$ cat config.mk
export PLATFORM = sky130hd
export DESIGN_NAME = cube_scan_sequencer
export DESIGN_NICKNAME = d
export VERILOG_FILES = /design/src/rtl/cube_scan_sequencer.sv
export SDC_FILE = /design/constraint.sdc
export NUM_CORES = 1
export LEC_CHECK = 0
export ABC_AREA = 1
export CAP_MARGIN = 15
export CORE_UTILIZATION = 26
export DETAILED_ROUTE_END_ITERATION = 7
export GPL_ROUTABILITY_DRIVEN = 0
export PLACE_DENSITY_LB_ADDON = 0.08
export SYNTH_ARGS = -nofsm -noshare
export SYNTH_HDL_FRONTEND = slang
export SYNTH_SLANG_ARGS = --single-unit
$ cat constraint.sdc
create_clock -name clock -period 4 [get_ports clock]
set_input_delay 0.8 -clock clock [delete_from_list [all_inputs] [get_ports clock]]
set_output_delay 0.8 -clock clock [all_outputs]
set_load 0.005 [all_outputs]
$ cat src/rtl/cube_scan_sequencer.sv
// Sticker scan sequencer: walks every non-center sticker in order and requests a setup move
// for each one. It then waits for the colour sensor to settle, accepts a colour after SAMPLES
// identical valid readings and packs it into the cube-state vector. After the last sticker it
// checks the per-colour counts before handing the state to the solver.
//
// Ports:
//   clock           system clock
//   reset_n         synchronous active-low reset
//   start           one-cycle pulse, begins a scan when not busy
//   move_req        setup move request for step_index, held until move_done
//   step_index      sticker currently being scanned
//   move_done       one-cycle pulse from the move sequencer
//   sensor_stable   colour sensors have settled
//   corner_color    corner sensor reading
//   edge_color      edge sensor reading
//   busy            scan in progress
//   cubestate       packed sticker colours, slot i at [COLOR_W*i +: COLOR_W]
//   cubestate_valid cubestate holds a checked scan
//   error           scan aborted, see error_code
//   error_code      1 = sample retries exhausted, 2 = stable timeout, 3 = colour count mismatch
module cube_scan_sequencer #(
  parameter int unsigned COLOR_W        = 3,
  parameter int unsigned N_CORNER       = 24,
  parameter int unsigned N_EDGE         = 24,
  parameter int unsigned N_CENTER       = 6,
  parameter int unsigned SAMPLES        = 3,
  parameter int unsigned MAX_RETRY      = 2,
  parameter int unsigned STABLE_TIMEOUT = 1000000,
  localparam int unsigned N_SCAN        = N_CORNER + N_EDGE,
  localparam int unsigned N_ALL         = N_SCAN + N_CENTER,
  localparam int unsigned IDX_W         = ($clog2(N_SCAN) > 6) ? $clog2(N_SCAN) : 6
) (
  input  logic                       clock,
  input  logic                       reset_n,
  input  logic                       start,
  output logic                       move_req,
  output logic [IDX_W-1:0]           step_index,
  input  logic                       move_done,
  input  logic                       sensor_stable,
  input  logic [COLOR_W-1:0]         corner_color,
  input  logic [COLOR_W-1:0]         edge_color,
  output logic                       busy,
  output logic [N_ALL*COLOR_W-1:0]   cubestate,
  output logic                       cubestate_valid,
  output logic                       error,
  output logic [1:0]                 error_code
);

  localparam int unsigned ST_W  = N_ALL * COLOR_W;
  localparam int unsigned CNT_W = $clog2(N_ALL + 1);
  localparam int unsigned TO_W  = $clog2(STABLE_TIMEOUT + 1);
  localparam int unsigned RTY_W = (MAX_RETRY > 0) ? $clog2(MAX_RETRY + 1) : 1;
  localparam int unsigned SMP_W = 4;

  localparam logic [IDX_W-1:0]   LAST_IDX   = IDX_W'(N_SCAN - 1);
  localparam logic [IDX_W-1:0]   FIRST_EDGE = IDX_W'(N_CORNER);
  localparam logic [COLOR_W-1:0] MAX_CODE   = COLOR_W'(5);
  localparam logic [CNT_W-1:0]   CNT_TARGET = CNT_W'(N_ALL / 6);
  localparam logic [TO_W-1:0]    TO_LAST    = TO_W'(STABLE_TIMEOUT - 1);
  localparam logic [RTY_W-1:0]   RTY_MAX    = RTY_W'(MAX_RETRY);
  localparam logic [SMP_W-1:0]   SMP_LAST   = SMP_W'(SAMPLES - 1);

  // Centers hold codes 0..5 in slot order; every scanned slot starts at 0.
  function automatic logic [ST_W-1:0] init_cube();
    logic [ST_W-1:0] v;
    v = '0;
    for (int unsigned k = 0; k < N_CENTER; k++) begin
      v[COLOR_W*(N_SCAN+k) +: COLOR_W] = COLOR_W'(k % 6);
    end
    return v;
  endfunction

  localparam logic [ST_W-1:0] CUBE_INIT = init_cube();

  typedef enum logic [2:0] {
    StIdle, StReq, StWaitStable, StSample, StCommit, StCheck, StDone, StError
  } state_e;

  state_e             state_q, state_d;
  logic [IDX_W-1:0]   step_q, step_d;
  logic [ST_W-1:0]    cube_q, cube_d;
  logic [CNT_W-1:0]   count_q [6];
  logic [CNT_W-1:0]   count_d [6];
  logic [TO_W-1:0]    to_q, to_d;
  logic [RTY_W-1:0]   retry_q, retry_d;
  logic [SMP_W-1:0]   smp_q, smp_d;
  logic [COLOR_W-1:0] ref_q, ref_d;
  logic [1:0]         code_q, code_d;

  logic [COLOR_W-1:0] reading;
  logic               sample_bad;
  logic               counts_ok;

  assign reading = (step_q < FIRST_EDGE) ? corner_color : edge_color;

  // The first sample of a window only has to be a valid code; later ones must match it.
  assign sample_bad = !sensor_stable || (reading > MAX_CODE) ||
                      ((smp_q != '0) && (reading != ref_q));

  always_comb begin
    counts_ok = 1'b1;
    for (int unsigned c = 0; c < 6; c++) begin
      if (count_q[c] != CNT_TARGET) counts_ok = 1'b0;
    end
  end

  always_comb begin
    state_d = state_q;
    step_d  = step_q;
    cube_d  = cube_q;
    count_d = count_q;
    to_d    = to_q;
    retry_d = retry_q;
    smp_d   = smp_q;
    ref_d   = ref_q;
    code_d  = code_q;

    unique case (state_q)
      StIdle, StDone, StError: begin
        if (start) begin
          state_d = StReq;
          step_d  = '0;
          cube_d  = CUBE_INIT;
          for (int unsigned c = 0; c < 6; c++) count_d[c] = CNT_W'(1);
          to_d    = '0;
          retry_d = '0;
          smp_d   = '0;
          code_d  = 2'd0;
        end
      end
      StReq: begin
        if (move_done) state_d = StWaitStable;
      end
      StWaitStable: begin
        if (sensor_stable) begin
          state_d = StSample;
          to_d    = '0;
          smp_d   = '0;
        end else if (to_q == TO_LAST) begin
          state_d = StError;
          code_d  = 2'd2;
        end else begin
          to_d = to_q + TO_W'(1);
        end
      end
      StSample: begin
        if (sample_bad) begin
          if (retry_q == RTY_MAX) begin
            state_d = StError;
            code_d  = 2'd1;
          end else begin
            retry_d = retry_q + RTY_W'(1);
            state_d = StWaitStable;
          end
        end else begin
          if (smp_q == '0) ref_d = reading;
          if (smp_q == SMP_LAST) begin
            state_d = StCommit;
          end else begin
            smp_d = smp_q + SMP_W'(1);
          end
        end
      end
      StCommit: begin
        cube_d[COLOR_W*int'(step_q) +: COLOR_W] = ref_q;
        for (int unsigned c = 0; c < 6; c++) begin
          if (ref_q == COLOR_W'(c)) count_d[c] = count_q[c] + CNT_W'(1);
        end
        retry_d = '0;
        if (step_q == LAST_IDX) begin
          state_d = StCheck;
        end else begin
          step_d  = step_q + IDX_W'(1);
          state_d = StReq;
        end
      end
      StCheck: begin
        if (counts_ok) begin
          state_d = StDone;
        end else begin
          state_d = StError;
          code_d  = 2'd3;
        end
      end
      default: state_d = StIdle;
    endcase
  end

  always_ff @(posedge clock) begin
    if (!reset_n) begin
      state_q <= StIdle;
      step_q  <= '0;
      cube_q  <= CUBE_INIT;
      for (int unsigned c = 0; c < 6; c++) count_q[c] <= CNT_W'(1);
      to_q    <= '0;
      retry_q <= '0;
      smp_q   <= '0;
      ref_q   <= '0;
      code_q  <= 2'd0;
    end else begin
      state_q <= state_d;
      step_q  <= step_d;
      cube_q  <= cube_d;
      count_q <= count_d;
      to_q    <= to_d;
      retry_q <= retry_d;
      smp_q   <= smp_d;
      ref_q   <= ref_d;
      code_q  <= code_d;
    end
  end

  assign move_req        = (state_q == StReq);
  assign step_index      = step_q;
  assign busy            = !((state_q == StIdle) || (state_q == StDone) || (state_q == StError));
  assign cubestate       = cube_q;
  assign cubestate_valid = (state_q == StDone);
  assign error           = (state_q == StError);
  assign error_code      = code_q;

endmodule

# Word level (Yosys, flattened, before mapping)
# Cells that the tools add are included.
[totals]
input_bits = 11
register_bits = 238
out_inout_bits = 174
elab_cells = 156
[classes]
n_addsub = 11
n_mul = 1
shifts = 2
mux = 50
bitwise = 1
magnitude_cmp = 2
reduce_logical = 31
n_eq_ne = 44
[op_table]
columns = ["op", "n"]
rows = [
  ["$pmux 162 s2", 1],
  ["$bwmux 162", 1],
  ["$mux 162", 1],
  ["$shift 3x34->162 const A", 1],
  ["$shiftx 3x34->162", 1],
  ["$pmux 36 s2", 1],
  ["$mux 20", 3],
  ["$mux 6", 8],
  ["$add 6x1->6 const B", 7],
  ["$pmux 20 s2", 1],
  ["$mux 36", 1],
  ["$ne 6x4->1 const B", 6],
  ["$ne 2x2->1 const B", 17],
  ["$neg 8->34", 1],
  ["$mux 3", 9],
  ["$reduce_and 3->1", 9],
  ["$add 20x1->20 const B", 1],
  ["$eq 20x20->1 const B", 1],
  ["$eq 3x3->1 const B", 6],
  ["$pmux 3 s6", 1],
  ["$mux 2", 8],
  ["$mux 4", 4],
  ["$eq 3x2->1 const B", 4],
  ["$pmux 4 s3", 1],
  ["30 further kinds", 48],
]

# Logic depth before layout (Yosys ltp)
# Gate-level depths: netlist of run 1.
[depth]
depth_word = 9
mapped_depth = 15
mapped_depth_nobuf = 14

# Worst setup path before layout of run 1
# Ideal clock, no wire load.
[synth_timing]
kind = "register -> register"
from = "reg step_q[0], in the netlist step_index[0]"
to = "reg cube_q[51], in the netlist cubestate[51]"
slack_ns = 1.751
required_ns = 3.868
t_arrival_ns = 2.117
stages_incl_launch_ff = 13
setup_ns = 0.132
cell_sequence = "dfxtp_1 -> inv_1 -> buf_6 -> ha_1 -> xnor2_1 -> buf_2 -> nand2_1 -> nor2_1 -> nand2_1 -> nor2_1 -> o21ai_1 -> nand2_1 -> a21oi_1"
[synth_between]
elab_chain_cells = 5
elab_cells_between_ends = 6
[synth_rtl]
columns = ["item", "line", "text"]
rows = [
  ["start, declared", "80", "logic [IDX_W-1:0] step_q, step_d;"],
  ["start signal, assigned", "202", "step_q <= step_d;"],
  ["$mul 2x6->8 *", "165", "cube_d[COLOR_W*int'(step_q) +: COLOR_W] = ref_q;"],
  ["$neg 8->34 *", "165", ""],
  ["$shiftx 3x34->162 or $shift 3x34->162 (tied branches)", "165", ""],
  ["$bwmux 162 *", "165", ""],
  ["$pmux 162 s2 *", "118", "unique case (state_q)"],
  ["end signal, assigned", "203", "cube_q <= cube_d;"],
  ["end, declared", "81", "logic [ST_W-1:0] cube_q, cube_d;"],
]
# Mark *: on every way between the ends. The rest lies on a longest branch, timed or not.
# A chain may end at the register's enable or synchronous reset.

# Worst setup path in the final report of run 1
[layout_timing]
from = "reg step_q[0], in the netlist step_index[0]"
to = "reg cube_q[104], in the netlist cubestate[104]"
# The elaborated chain is that of the path after synthesis.

==> summary.md, run 1 <==
| Metric | Value |
|---|---|
| Pwr/cell area | `560 nW/um^2` |
| Max cap viols | `0` |
| Worst vdd ir | `239 uV` |
| Cts bufs inserted | `31` |
| Critical path arrival | `~3.7 ns` |
| DR pass1 iterations | `5` |
| Outcome | `finished, final reports clean` |
| Grt ovf | `0` |
| DRT iter0 DRCs | `around 690` |
| Crit start category | `flip-flop` |
| Synthesized area | `11,300 um^2` |
| Hold path startpoint | `error_code[0]` |
| Setup TNS | `0 ns` |
| Hold_ws | `0.453 ns` |
| Sequential-to-total area share from yosys stat | `0.423` |
| Dominant synthesized flop cell | `dfxtp_1` |
| Critical Path Max Stage Delay | `approximately 0.6 ns` |
| Synth top area share | `0.423` |
| # placed instances | `2,356` |
| Top-count cell post-synth | `nand2_1` |
| DP Area | `13,600 um^2` |
| Die Span X | `~210 um` |
| Clock transition at path regs | `about 0.06 ns` |
| Synth Area in Simple Gates | `0.324` |
| Largest net degree at the start of global routing | `around 150` |
| Count of final hold-check violations | `0` |
| Ant diodes | `0` |
| Worst-Margin Slew | `just under 0.9 ns` |
| Synth cell count leaders | `nand2_1 (477), dfxtp_1 (238), a21oi_1 (210), nor2_1 (171), inv_1 (111)` |
| Setup violations, final | `0` |
| Post-synthesis adder-cell area fraction | `0.0244` |
| FF-to-FF End | `cubestate[104]` |
| Flops & latches, synth | `~240` |
| Post-synth top area cell | `dfxtp_1` |
| CP dominant cell by count | `nand2_1` |
| Sink Count | `between 200 and 250` |
| Detail Route Antenna Nets | `0` |
| Row count | `between 70 and 80` |
| Reg2Reg Setup Slack | `slightly below 0.8 ns` |
| Worst r2r src | `step_index[0]` |
| Final worst path period need | `3.23 ns` |
| Vias | `~11,000` |
| Synth Warn # | `0` |
| Number of flops mapped to enable cells by yosys | `0` |
| Worst R2R Path Depth | `13` |
| Overall Power | `slightly above 8000 uW` |
| Global-route wire length before repair | `65,700 um` |
| Worst skew pair latency | `between 0.5 and 0.6 ns` |
| Root buffer cell | `clkbuf_16` |
| Largest cells by area after synthesis | `dfxtp_1 (42%), nand2_1 (16%), a21oi_1 (9.3%)` |
| Fill count | `4,526` |
| I/O pins | `about 190` |
| Crit-path max FO | `22` |
| I/O Buffers | `between 150 and 200` |
| Mux contribution to synthesized area | `0.000888` |
| Avg Vias per Cell | `approximately 4.7` |
| Starting Density | `0.266` |
| Global Route Usage Sum | `0.192` |
| Fmax | `between 300 and 400 MHz` |
| Syn Nets | `about 1,700` |
| Post-synthesis compound-gate area fraction | `0.151` |
| Drt drc | `0` |
| Hold Path Class | `reg2reg` |
| Vias in the first global route | `11,000` |
| Initial antenna violation count | `0` |
| DR WL/cell | `17.9 um` |
| CTS tree | `done` |
| Skew final | `between 0.015 and 0.02 ns` |
| Final non-filler cell area | `around 15,000 um^2` |
| DPL Wire Length | `~31,000 um` |
| Final WL | `43,100 um` |
| Hold Path Stages | `2` |
| DIE HEIGHT | `roughly 210 um` |
| Cells resized by post-CTS repair | `0` |
| Area of the core | `42,300 um^2` |
| Post-synthesis async set-or-reset flop share | `0` |
| Worst path cell trace | `inv_1 > ha_1 > xnor2_1 > buf_4 > inv_2 > nor2_1 > nand2_1 > inv_2 > nand2_1 > o21ai_0 > inv_1 > nand2_1 > a21oi_1` |
| Layout Cells excl Fill | `~2,400` |
| Maximum clock path buffer count | `3` |
| RSZ-0062 raised after global routing | `no` |
| Slew Limit Fails | `0` |
| Hold buffer count at cts | `0` |
| Crit end category | `flip-flop` |
| XOR/XNOR Fraction of Synth Area | `0.00544` |
| Critical path class | `reg2reg` |
| Count of cell types in the netlist | `~40` |
| Synth-to-layout area growth | `30.3%` |
| Leakage | `about 0.005 uW` |
| Fraction of layout cells with a size suffix above 1 | `0.0572` |
| Die footprint | `between 40,000 and 50,000 um^2` |
| Postcts setup bufs | `0` |
| Fin crit share | `0.808` |
| Post-layout net count | `1,845` |
| CP max stage cell | `dfxtp_1` |
| Worst Hold Path EP | `error_code[0]` |
| Slew headroom | `0.407` |
| Critical Path RT | `between 4 and 5 ns` |
| H-tree depth | `1` |
| Synth Area per Inst | `between 6 and 7 um^2` |
| Main combinational cell family by area after synthesis | `simple AND/OR/NAND/NOR gates` |
| Cell count after synthesis | `~1,600` |
## per-layer routing
metal  track usage  up-vias  share of wire
li1              -     5763              -
met1         0.250     5289           0.45
met2         0.319      313           0.46
met3        0.0414       70          0.061
met4        0.0549        0          0.026
met5             0        -              0
## cell type report
type                            instances  area (um^2)  share of cell area
Inverter                              123          464              0.0316
Clock inverter                         10          106             0.00725
Tap cell                              577          722              0.0492
Multi-Input combinational cell       1216         5700               0.388
Timing Repair Buffer                  202         1990               0.136
Sequential cell                       238         4760               0.325
Clock buffer                           48          930              0.0633
## state kept, by name (all words and copies together) (netlist names)
name and cells:
state_q 3, count_q 36, step_index 6, to_q 20, retry_q 2, cubestate 162, smp_q 4, ref_q 3
error_code 2
## worst max-delay path, delay by kind of cell (launching register included)
family / cells / cell delay [ns]
buffers and inverters: 5 / 1.03
and+or+nand+nor: 4 / 0.75
xor gates and xnor gates: 1 / 0.15
AOI/OAI and AO/OA: 2 / 0.22
DFF: 1 / 0.60
adders and majority gates: 1 / 0.32
## worst max path at each step
stage                        startpoint              to  slack, ns  cells after the start
after floorplan           step_index[0]   cubestate[51]       1.75                     12
after global placement    step_index[0]  cubestate[104]       0.78                     13
after detailed placement  step_index[0]  cubestate[104]       0.85                     13
after CTS                 step_index[0]  cubestate[104]       0.82                     13
after global routing      step_index[0]  cubestate[102]       0.50                     13
final                     step_index[0]  cubestate[104]       0.77                     13
## through the flow
stage | util | worst slack, ns
floorplan | - | 1.75
global placement | 0.322 | 0.776
detailed placement | 0.322 | 0.852
finish | 0.347 | 0.770
global route | 0.347 | 0.503
CTS | 0.347 | 0.822
## power by group
part	switching [uW]	internal [uW]
Sequential	139	2500
Combinational	2070	697
Clock	1100	1710
## logic make-up after synthesis
kind of cell,Yosys count
AND/OR/NAND/NOR,860
AO/OA/AOI/OAI,326
flip-flops,238
buffers and inverters,190
adder cells (fa/ha/maj),22
XOR/XNOR,7
multiplexers,1
## cell usage in the layout (no fill, tap or decap), drive strengths merged
master and count:
dfxtp 238, buf 18, clkdlybuf4s50 184, a31oi 6, nor2 177, nor4 13
nor3 59, a21oi 211, o211ai 4, clkbuf 48, xnor2 2, nand2 481
or2 2, inv 123, bufinv 2, a22oi 2, clkinvlp 1, a211oi 2
clkinv 7, ha 22, o21ai 94, xor2 5, o2111ai 1, nand4 33
nor3b 2, a211o 6, mux2i 1, nand3 93
No activity file was read; power rests on OpenSTA's default activity.
==> run 2, diff against run 1 <==
==> constraint.sdc (replaced) <==
create_clock -name clock -period 2.71 [get_ports clock]
set_input_delay 0.542 -clock clock [delete_from_list [all_inputs] [get_ports clock]]
set_output_delay 0.542 -clock clock [all_outputs]
set_load 0.005 [all_outputs]
==> summary.md, run 2 (same netlist as run 1, synthesis figures left out) <==
| Metric | Value |
|---|---|
| Outcome | `finished, final reports clean (unchanged)` |
| Comb power frac | `0.366 (was 0.336)` |
| Worst vdd ir | `425 uV (was 239 uV)` |
| I/O Buffers | `184 (unchanged)` |
| Power share of the clock group | `0.311 (was 0.343)` |
| Count of final hold-check violations | `0 (unchanged)` |
| Avg Vias per Cell | `4.69 (was 4.74)` |
| Fraction of layout cells with a size suffix above 1 | `0.0788 (was 0.0572)` |
| CP max stage cell | `clkdlybuf4s50_1 (was dfxtp_1)` |
| Worst skew pair latency | `0.56 ns (was 0.58 ns)` |
| H-tree depth | `1 (unchanged)` |
| Max cap viols | `0 (unchanged)` |
| Register share of total power | `0.323 (was 0.321)` |
| Die footprint | `44,200 um^2 (unchanged)` |
| Global Route Usage Sum | `0.195 (was 0.192)` |
| Buf+Inv Stages, Crit Path | `3 (was 5)` |
| Largest net degree at the start of global routing | `42 (was 152)` |
| Crit-path max FO | `7 (was 22)` |
| Crit start category | `flip-flop (unchanged)` |
| DRT iter0 DRCs | `736 (was 692)` |
| Fin crit share | `0.936` |
| Critical Path RT | `2.17 ns (was 4.43 ns)` |
| Post-layout net count | `1,894 (was 1,845)` |
| Fmax | `~390 MHz` |
| Slew Limit Fails | `0 (unchanged)` |
| Pwr/cell area | `794 nW/um^2 (was 560 nW/um^2)` |
| DPL Wire Length | `32,500 um (was 31,200 um)` |
| Global-route wire length before repair | `66,700 um (was 65,700 um)` |
| Area taken by multi-input logic gates | `5700 um^2 (unchanged)` |
| DR WL/cell | `17.7 um (was 17.9 um)` |
| Row count | `75 (unchanged)` |
| Grt ovf | `0 (unchanged)` |
| Worst r2r src | `step_index[1] (was step_index[0])` |
| Skew final | `0.0118 ns (was 0.0178 ns)` |
| Synth-to-layout area growth | `33.2% (was 30.3%)` |
| Final worst path period need | `between 2 and 3 ns` |
| Hold Path Class | `reg2reg (unchanged)` |
| Drt drc | `0 (unchanged)` |
| DIE HEIGHT | `210 um (unchanged)` |
| Ant diodes | `0 (unchanged)` |
| Top cell family by delay on the critical path | `buffers and inverters (unchanged)` |
| Sw power | `4840 uW (was 3310 uW)` |
| Slew headroom | `0.575 (was 0.407)` |
| Leakage | `0.00515 uW (was 0.00493 uW)` |
| Layout Cells excl Fill | `2,454 (was 2,414)` |
| Setup violations, final | `0 (unchanged)` |
| Setup TNS | `0 ns (unchanged)` |
| RSZ-0062 raised after global routing | `no (unchanged)` |
| Crit path launch | `state_q[2] (was step_index[0])` |
| Register area | `4760 um^2 (unchanged)` |
| Hold path startpoint | `error_code[0] (unchanged)` |
| Most frequent cells in the layout | `nand2_1 (476), dfxtp_1 (238), a21oi_1 (210) (unchanged)` |
| Maximum clock path buffer count | `3 (unchanged)` |
| M2 GR Usage | `0.337 (was 0.319)` |
| Detail Route Antenna Nets | `0 (unchanged)` |
| Sink Count | `238 (unchanged)` |
| GRT Max-Usage Layer | `met2 (unchanged)` |
| # placed instances | `2,407 (was 2,356)` |
| I/O pins | `185 (unchanged)` |
| Sw frac | `0.406 (was 0.403)` |
| Hold buffer count at cts | `0 (unchanged)` |
| Worst path cell trace | `inv_2 > nand2_1 > nand2_2 > inv_1 > clkdlybuf4s50_1 (was inv_1 > ha_1 > xnor2_1 > buf_4 > inv_2 > nor2_1 > nand2_1 > inv_2 > nand2_1 > o21ai_0 > inv_1 > nand2_1 > a21oi_1)` |
| Critical Path Max Stage Delay | `0.53 ns (was 0.60 ns)` |
| Cells resized by post-CTS repair | `0 (unchanged)` |
| Starting Density | `0.266 (unchanged)` |
| CTS tree | `done (unchanged)` |
| Final WL | `43,500 um (was 43,100 um)` |
| Critical path class | `reg2out (was reg2reg)` |
| Crit end category | `primary output (was flip-flop)` |
| Met1 usage | `0.252 (was 0.250)` |
| Fill count | `4,560 (was 4,526)` |
| Die Span X | `210 um (unchanged)` |
| DR pass1 iterations | `5 (unchanged)` |
| Cts bufs inserted | `29 (was 31)` |
| Vias in the first global route | `11,400 (was 11,000)` |
| Clock transition at path regs | `0.06 ns (about the same)` |
| Initial antenna violation count | `0 (unchanged)` |
| Root buffer cell | `clkbuf_16 (unchanged)` |
| Vias | `11,500 (was 11,400)` |
| Commonest non-fill, non-tap cell in the layout | `nand2_1 (unchanged)` |
| M3 GR Usage | `0.0367 (was 0.0414)` |
| Internal | `7090 uW (was 4910 uW)` |
| Area of the core | `42,300 um^2 (unchanged)` |
| Worst-Margin Slew | `0.631 ns (was 0.883 ns)` |
| Postcts setup bufs | `0 (unchanged)` |
| Max reg flops | `162 (unchanged)` |
| Critical path arrival | `1.99 ns (was 3.66 ns)` |
[run 2: cell types whose count changed in the layout (fill, tap and decap cells not counted)]
cell,delta
buf_4,+43
clkbuf_16,-2
clkbuf_8,-1
clkinv_2,-3
clkinv_4,+1
clkbuf_1,-3
clkinvlp_4,-1
bufinv_16,-2
buf_12,+8
[run 2: power by group through the flow]
stage                     clock, uW  combinational (uW)  sequential (uW)
after CTS                      3830                4380             3850
after detailed placement          0                4370             3930
after global placement            0                4360             3930
after floorplan                   0                2930             3900
final                          3700                4370             3850
after global routing           3970                4860             3880
[run 2: worst paths after layout]
kind / to / slack [ns] / depth (start not counted)
max: busy / 0.17 / 5
max reg2reg: cubestate[59] / 0.23 / 11
min: error_code[0] / 0.44 / 2
min reg2reg: error_code[0] / 0.44 / 2
[run 2: per-layer routing]
| layer | vias up | wire (um) |
|---|---|---|
| met4 | 0 | 809 |
| met3 | 46 | 2110 |
| met2 | 250 | 20700 |
| met5 | - | 0 |
| met1 | 5341 | 19800 |
| li1 | 5864 | - |
[run 2: area by class of cell]
cell class,instances,area share
clock buffers,42,0.0569
clock inverters,5,0.00217
inverters,123,0.0309
multi-input cells,1216,0.380
flip-flops and latches,238,0.317
well taps,577,0.0481
repair buffers,253,0.165
[run 2: worst register-to-register path, stage by stage, from the launching register on]
cell and delay (ns):
dfxtp_1 0.32, inv_1 0.10, ha_1 0.22, xnor2_1 0.26, buf_12 0.20, inv_2 0.13
nor4_1 0.50, buf_4 0.22, nand2_1 0.08, nor2_1 0.17, nand2_1 0.07, a21oi_1 0.14
[run 2: through the flow]
stage / hold slack (ns) / total power (uW) / utilization / setup WS, ns / area, um^2
global placement: 0.441 / 8290 / 0.334 / 0.247 / 14100
finish: 0.442 / 11900 / 0.355 / 0.174 / 15000
CTS: 0.447 / 12100 / 0.355 / 0.0748 / 15000
global route: 0.473 / 12700 / 0.355 / 0.0240 / 15000
floorplan: 0.438 / 6830 / - / 0.461 / 11300
detailed placement: 0.437 / 8290 / 0.334 / 0.269 / 14100
